**src/rtl/dual_src_rr_select_pkg.sv**
```systemverilog
// Shared constants and types for the dual-source round-robin word select.
package dual_src_rr_select_pkg;

   localparam int WIDTH_DEF = 32;
   localparam int DEPTH_DEF = 2;
   localparam int CNT_W_DEF = 16;

   localparam logic SRC0 = 1'b0;
   localparam logic SRC1 = 1'b1;

   // One buffered word with the tag of the source it came from.
   typedef struct packed {
      logic                 src;
      logic [WIDTH_DEF-1:0] data;
   } entry_t;

endpackage

```
**src/rtl/word_fifo.sv**
```systemverilog
// Small DEPTH x W circular buffer with push/pop handshake and full/empty flags.
// The head reads as zero while empty so downstream never sees stale words.
module word_fifo
   import dual_src_rr_select_pkg::*;
#(
   parameter int DEPTH = DEPTH_DEF,
   parameter int W     = WIDTH_DEF + 1
) (
   input  logic         clk,
   input  logic         rst_n,
   input  logic         push,
   input  logic [W-1:0] push_data,
   input  logic         pop,
   output logic         full,
   output logic         empty,
   output logic [W-1:0] head
);

   localparam int            AW      = (DEPTH > 1) ? $clog2(DEPTH) : 1;
   localparam logic [AW:0]   DEPTH_C = (AW+1)'(DEPTH);

   logic [DEPTH-1:0][W-1:0] mem;
   logic [AW-1:0]           wr_ptr, rd_ptr;
   logic [AW:0]             count;
   logic                    do_push, do_pop;

   // Flags, guarded handshakes and masked head word.
   always_comb begin
      full    = (count == DEPTH_C);
      empty   = (count == '0);
      do_push = push & ~full;
      do_pop  = pop & ~empty;
      head    = empty ? '0 : mem[rd_ptr];
   end

   // Storage, pointers (wrap naturally, DEPTH is a power of two) and occupancy.
   always_ff @(posedge clk or negedge rst_n) begin
      if (!rst_n) begin
         mem    <= '0;
         wr_ptr <= '0;
         rd_ptr <= '0;
         count  <= '0;
      end else begin
         if (do_push) begin
            mem[wr_ptr] <= push_data;
            wr_ptr      <= wr_ptr + 1'b1;
         end
         if (do_pop)
            rd_ptr <= rd_ptr + 1'b1;
         case ({do_push, do_pop})
            2'b10:   count <= count + 1'b1;
            2'b01:   count <= count - 1'b1;
            default: count <= count;
         endcase
      end
   end

endmodule

```
**src/rtl/dual_src_rr_select.sv**
```systemverilog
// Round-robin arbiter over two valid/ready word producers. Drives the word
// select, buffers the chosen word with its source tag, and counts grants.
module dual_src_rr_select
   import dual_src_rr_select_pkg::*;
#(
   parameter int WIDTH = WIDTH_DEF,
   parameter int DEPTH = DEPTH_DEF,
   parameter int CNT_W = CNT_W_DEF
) (
   input  logic             clk,
   input  logic             rst_n,
   input  logic             in0_valid,
   input  logic [WIDTH-1:0] in0_data,
   output logic             in0_ready,
   input  logic             in1_valid,
   input  logic [WIDTH-1:0] in1_data,
   output logic             in1_ready,
   output logic             sel,
   output logic             out_valid,
   output logic [WIDTH-1:0] out_data,
   output logic             out_src,
   input  logic             out_ready,
   output logic [CNT_W-1:0] gnt0_cnt,
   output logic [CNT_W-1:0] gnt1_cnt
);

   logic             last_grant;
   logic             space, gnt_vld, gnt_src, accept, pop;
   logic             fifo_full, fifo_empty;
   logic [WIDTH:0]   push_word, head_word;

   // Grant selection. Space depends only on occupancy, never on out_ready,
   // so there is no combinational path from consumer to producers. Holding
   // rst_n low forces every ready low at once.
   always_comb begin
      space     = rst_n & ~fifo_full;
      gnt_src   = (in0_valid & in1_valid) ? ~last_grant
                                          : (in1_valid ? SRC1 : SRC0);
      gnt_vld   = space & (in0_valid | in1_valid);
      sel       = gnt_vld & gnt_src;
      in0_ready = gnt_vld & ~gnt_src;
      in1_ready = gnt_vld &  gnt_src;
      accept    = gnt_vld;
      push_word = {sel, (sel ? in1_data : in0_data)};
      pop       = ~fifo_empty & out_ready;
      out_valid = ~fifo_empty;
      {out_src, out_data} = head_word;
   end

   word_fifo #(
      .DEPTH (DEPTH),
      .W     (WIDTH + 1)
   ) u_fifo (
      .clk       (clk),
      .rst_n     (rst_n),
      .push      (accept),
      .push_data (push_word),
      .pop       (pop),
      .full      (fifo_full),
      .empty     (fifo_empty),
      .head      (head_word)
   );

   // Priority rotates only on an actual accept; resets to favour source 0.
   always_ff @(posedge clk or negedge rst_n) begin
      if (!rst_n)
         last_grant <= SRC1;
      else if (accept)
         last_grant <= sel;
   end

   // Per-source grant counters, sticky at all-ones.
   always_ff @(posedge clk or negedge rst_n) begin
      if (!rst_n) begin
         gnt0_cnt <= '0;
         gnt1_cnt <= '0;
      end else if (accept) begin
         if (sel == SRC0 && gnt0_cnt != '1)
            gnt0_cnt <= gnt0_cnt + 1'b1;
         if (sel == SRC1 && gnt1_cnt != '1)
            gnt1_cnt <= gnt1_cnt + 1'b1;
      end
   end

endmodule

```
**config.mk**
```make
export PLATFORM = sky130hd
export DESIGN_NAME = dual_src_rr_select
export DESIGN_NICKNAME = d
export VERILOG_FILES = /design/src/rtl/dual_src_rr_select_pkg.sv /design/src/rtl/word_fifo.sv /design/src/rtl/dual_src_rr_select.sv
export SDC_FILE = /design/constraint.sdc
export NUM_CORES = 1
export LEC_CHECK = 0
export ABC_AREA = 1
export CAP_MARGIN = 5
export CORE_MARGIN = 1
export CORE_UTILIZATION = 51
export DETAILED_ROUTE_END_ITERATION = 8
export GPL_TIMING_DRIVEN = 0
export PLACE_DENSITY = 0.85
export SETUP_SLACK_MARGIN = 0.3
export SLEW_MARGIN = 20
export SYNTH_ARGS = -nofsm -noshare
export SYNTH_HDL_FRONTEND = slang
export SYNTH_SLANG_ARGS = --single-unit
```
**constraint.sdc**
```tcl
create_clock -name clk -period 2.24 [get_ports clk]
set_input_delay 0.672 -clock clk [delete_from_list [all_inputs] [get_ports clk]]
set_output_delay 0.672 -clock clk [all_outputs]
set_load 0.02 [all_outputs]
```
=== Yosys cells after proc, flatten, opt, wreduce, memory -nomap -nowiden ===
Cells that the tools add are included.

* Add/subtract/negate cells: 6
* Multipliers: 0
* Divide/modulo/power cells: 0
* Magnitude comparators: 3
* Equal/unequal tests: 5
* Shift operators: 0
* Multiplexer cells: 10
* Bitwise operators: 14
* Reduce and logical (&&, ||, !) cells: 7

{| class="wikitable"
|+ Operators with widths
! cell !! count
|-
| $mux 33 || 4
|-
| $bwmux 66 || 1
|-
| $demux 33 s1 || 1
|-
| $add 16x1->16 const B || 2
|-
| $mux 32 || 1
|-
| $ne 16x16->1 const B || 2
|-
| $and 1x1->1 || 8
|-
| $not 1->1 || 5
|-
| $eq 2x2->1 const B || 2
|-
| $lt 1x2->1 const B || 2
|-
| $pmux 2 s2 || 1
|-
| $reduce_and 2->1 || 2
|-
| $logic_and 1x1->1 || 3
|-
| $add 1x1->1 const B || 2
|-
| $add 2x1->2 const B || 1
|-
| $eq 2x1->1 const B || 1
|-
| $logic_not 2->1 || 1
|-
| $mux 1 || 2
|-
| $reduce_bool 2->1 || 1
|-
| $sub 2x1->2 const B || 1
|-
| $ge 1x1->1 const B || 1
|-
| $or 1x1->1 || 1
|}

* Register bits after elaboration: 103
* Bits in latches: 0
* RAM bits: 0
* Memory bits (read-only): 0
* Bits of input ports: 69
* Output and inout port bits: 69
* Memories: 0

=== Depth between registers and ports, before layout ===
* Depth after elaboration: 8
* Mapped depth: 10
* Gate-level depth less buffers: 9

=== By module ===
A second synthesis with hierarchy kept.

* Cell total of the unflattened synthesis: 846
* Area total of the unflattened synthesis: 6035.8 µm²

{| class="wikitable"
|+ By module, submodules not included
! module !! times used !! cells an instance !! area each (µm²) !! sequential area each (µm²)
|-
| word_fifo || 1 || 432 || 3497.1 || 1751.7
|-
| dual_src_rr_select || 1 || 414 || 2538.7 || 827.0
|}

=== Worst setup path before layout ===
No wires, ideal clock.

* Path type: input port to output port
* From: input port in1_valid
* To: output port sel
* Arrival time: 1.558 ns
* Required time: 1.568 ns
* Slack: 0.010 ns
* Stages: 6
* Buffers on the path: 2
* Path through: inv_1 -> a21oi_2 -> inv_2 -> nor2_8 -> buf_4 -> buf_4

* Cells in the longest elaborated chain, start to end: 3
* Elaborated cells on any way between the ends: 6
* Classes of those cells: mux: 2; bitwise: 4

{| class="wikitable"
|+ Ends and longest elaborated chain
! element !! RTL line !! text
|-
| start, declared || dual_src_rr_select.sv:15 || <nowiki>input logic in1_valid,</nowiki>
|-
| $or 1x1->1, or another cell as far along || dual_src_rr_select.sv:39 || <nowiki>gnt_vld = space & (in0_valid | in1_valid);</nowiki>
|-
| $and 1x1->1 or $mux 1 (tied branches) || dual_src_rr_select.sv:39, dual_src_rr_select.sv:37 ||
|-
| $and 1x1->1 (*) || n/a ||
|-
| end, declared || dual_src_rr_select.sv:18 || <nowiki>output logic sel,</nowiki>
|}

Mark *: on every way between the ends. The rest lies on a longest branch, timed or not.

=== Worst setup path in the final report ===
* From: register u_fifo.rd_ptr
* To: output port out_data[8]

* Cells in the longest elaborated chain, start to end: 3

{| class="wikitable"
|+ Ends and longest elaborated chain
! element !! RTL line !! text
|-
| start, declared || word_fifo.sv:23 || <nowiki>logic [AW-1:0] wr_ptr, rd_ptr;</nowiki>
|-
| start signal, assigned || word_fifo.sv:49 || <nowiki>rd_ptr <= rd_ptr + 1'b1;</nowiki>
|-
| $mux 33 (implied by the code) (2 in series) || word_fifo.sv:33 || <nowiki>head = empty ? '0 : mem[rd_ptr];</nowiki>
|-
| $mux 33 || word_fifo.sv:33 ||
|-
| end, declared || dual_src_rr_select.sv:20 || <nowiki>output logic [WIDTH-1:0] out_data,</nowiki>
|}

No other way between the ends. The select of a mux whose other input is x is not followed.

==> impl_metrics.json <==
{
  "status": "finished clean",
  "finalSetupViolCount": 0,
  "path_depth": 6,
  "slew_headroom": 0.651,
  "crit_chain": "buf_8, inv_12, clkbuf_16, nand2_4, a21oi_2, buf_4",
  "cts-root-buf": "clkbuf_16",
  "finalSetupTns_ps": 0,
  "holdWs_ps": 244,
  "ys_types": 26,
  "track_usage": 0.321,
  "synth-main-ff-cell": "dfrtp_1",
  "stdcell_count": 1177,
  "pre_cts_slack_ps": -1240,
  "finClkSkew_ps": 8.13,
  "cp_top_family": "buffers and inverters",
  "avgRoutedWirePerCell_um": 16.0,
  "antenna_found_initial": 0,
  "synth_nets": 921,
  "synth_area_leader_cell": "dfrtp_1",
  "critPathKind": "flop to output port",
  "clock_latency_ps": 350,
  "wirelength_um": 18900,
  "final_util": 0.780,
  "synthMostInstantiatedCell": "nand2_1",
  "pwr-share-comb": 0.533,
  "core-area_mm2": 0.0110,
  "netlist_area_mm2": 0.00586,
  "worst_slack_ps": 9.11,
  "fin_crit_sh": 0.996,
  "p_per_area_mw_per_mm2": 1200,
  "synth_common_cells": "nand2_1 (399), dfrtp_1 (102), inv_1 (93)",
  "initial_core_util": 0.531,
  "synthCells": 849,
  "p_int_mw": 5.97,
  "final_layout_size_suffix_gt1_frac": 0.201,
  "arrival_ps": 1560,
  "via_per_inst": 5.39,
  "leakagePower_nw": 4.58,
  "area_growth_pct": 46.8,
  "drt_first_pass_iters": 5,
  "p_sw_frac": 0.421,
  "ant_nets": 0,
  "yosysWarnings": 0,
  "critical_path_required_ps": 1570,
  "drt_iter0_markers": 599,
  "worstPathBufferInverterCount": 4,
  "p_clk_frac": 0.167,
  "async_reset_ff_frac": 1.00,
  "syn_avg_cell_area_um2": 6.90,
  "die_h_um": 109,
  "crit_path_top_delay_cell": "dfrtp_1",
  "cpPeakStageDelay_ps": 410,
  "cp-end-kind": "output port",
  "vias": 6346,
  "cts_buffers": 9,
  "fp.dieArea_mm2": 0.0119,
  "synth_edf_count": 0,
  "seq_area_frac_synth": 0.440,
  "numPlacedInstances": 1127,
  "nets": 1104,
  "cts_tree": "yes",
  "first_global_vias": 6080,
  "power_frac_seq": 0.299,
  "rsz0062_at_grt": "yes",
  "grt_pass1_wl_um": 29000,
  "hold_violations": 0,
  "antenna_cells": 0,
  "tightest_slew_ps": 524,
  "grt_max_degree": 29,
  "rows": 38,
  "cts.sinks": 103,
  "clock_tree.buffer_depth": 2,
  "p_sw_mw": 4.33,
  "crit_path_max_fanout": 8,
  "synthTopCellsByArea": "dfrtp_1 (44%), nand2_1 (26%), nand3_1 (6.8%)",
  "port_buffers": 137,
  "ir_drop_mv": 0.700,
  "htreeDepth": 3,
  "cap_viol_max_count": 0,
  "overflow": 0,
  "dp_hpwl_um": 10900,
  "start_kind": "flop",
  "io_pins": 138,
  "netlist.area_leader.share": 0.436,
  "finalMaxSlewViolations": 0,
  "die_w_um": 109,
  "clk_pin_slew_worst_paths_ps": 70,
  "ys_ff_latch": 103,
  "hold_path_class": "input pin to async pin",
  "r2r_cells": 9,
  "drc": 0,
  "fmax_ghz": 0.448,
  "place_congestion": 0.873,
  "fin_crit_ps": 2230
}
state kept, by name, indices dropped and copies added (netlist names):
register and count:
gnt0_cnt 16, gnt1_cnt 16, last_grant 1, u_fifo.count 2, u_fifo.mem 66, u_fifo.rd_ptr 1
u_fifo.wr_ptr 1
kinds of logic after synthesis:
kind of cell / count (synthesis) / synth area share
DFF: 103 / 0.440
buffers and inverters: 132 / 0.0950
AOI/OAI and AO/OA: 46 / 0.0406
adders and majority gates: 3 / 0.00641
xor gates and xnor gates: 17 / 0.0254
and+or+nand+nor: 548 / 0.393
through the flow:
| step | cell area, um2 | total power [mW] |
|---|---|---|
| global route | 8600 | 10.8 |
| global placement | 7560 | 7.30 |
| detailed placement | 7590 | 7.41 |
| floorplan | 6020 | 5.66 |
| finish | 8600 | 10.3 |
| CTS | 8390 | 9.74 |
final timing paths:
| kind | start | endpoint | slack, ps |
|---|---|---|---|
| max in group asynchronous | rst_n | u_fifo.count[0] | 1380 |
| max | u_fifo.rd_ptr | out_data[8] | 9 |
| min reg2reg | u_fifo.mem[55] | u_fifo.mem[55] | 480 |
| min in group clk | u_fifo.mem[55] | u_fifo.mem[55] | 480 |
| max reg2reg | last_grant | u_fifo.mem[2] | 280 |
| min | rst_n | u_fifo.mem[0] | 240 |
power by group through the flow:
| stage | logic [mW] | registers, mW | clock network [mW] |
|---|---|---|---|
| final | 5.50 | 3.08 | 1.72 |
| after detailed placement | 4.42 | 2.99 | 0 |
| after global routing | 5.87 | 3.15 | 1.78 |
| after floorplan | 2.69 | 2.98 | 0 |
| after CTS | 5.05 | 3.00 | 1.69 |
| after global placement | 4.34 | 2.96 | 0 |
area by class of cell:
class / instances / area, um2
Buffer: 33 / 363
Clock buffer: 10 / 229
Clock inverter: 6 / 85.1
Fill cell: 781 / 2430
Inverter: 99 / 399
Multi-Input combinational cell: 614 / 3020
Sequential cell: 103 / 2580
Tap cell: 140 / 175
Timing Repair Buffer: 172 / 1750
what timing repair did:
item,4_1_cts,5_1_grt
gates resized for setup,296,41
setup endpoints to repair,163,39
pin swaps,13,20
hold buffers,0,0
setup buffers,17,8
cloned,9,0
layout by cell type (no fill, tap or decap), types with 7 or more instances in the layout:
master / synthesis / routed
dlygate4sd2_1: 0 / 32
clkdlybuf4s50_1: 0 / 65
nor2_1: 31 / 30
nand4_1: 13 / 13
nand2_4: 2 / 15
nand2_1: 399 / 382
o21ai_0: 10 / 10
inv_2: 6 / 7
dfrtp_1: 102 / 100
a21oi_4: 0 / 7
clkbuf_16: 0 / 14
nand2_2: 13 / 17
a21oi_2: 2 / 28
nand3_1: 80 / 80
buf_4: 8 / 48
xnor2_1: 16 / 16
clkbuf_8: 0 / 7
inv_1: 93 / 89
buf_2: 10 / 9
buf_6: 1 / 24
layer usage:
metal,track usage,part of all wire
met3,0.0442,0.066
met4,0.154,0.034
met1,0.392,0.40
met2,0.556,0.50
met5,0,0
No activity file was read; power rests on OpenSTA's default activity.
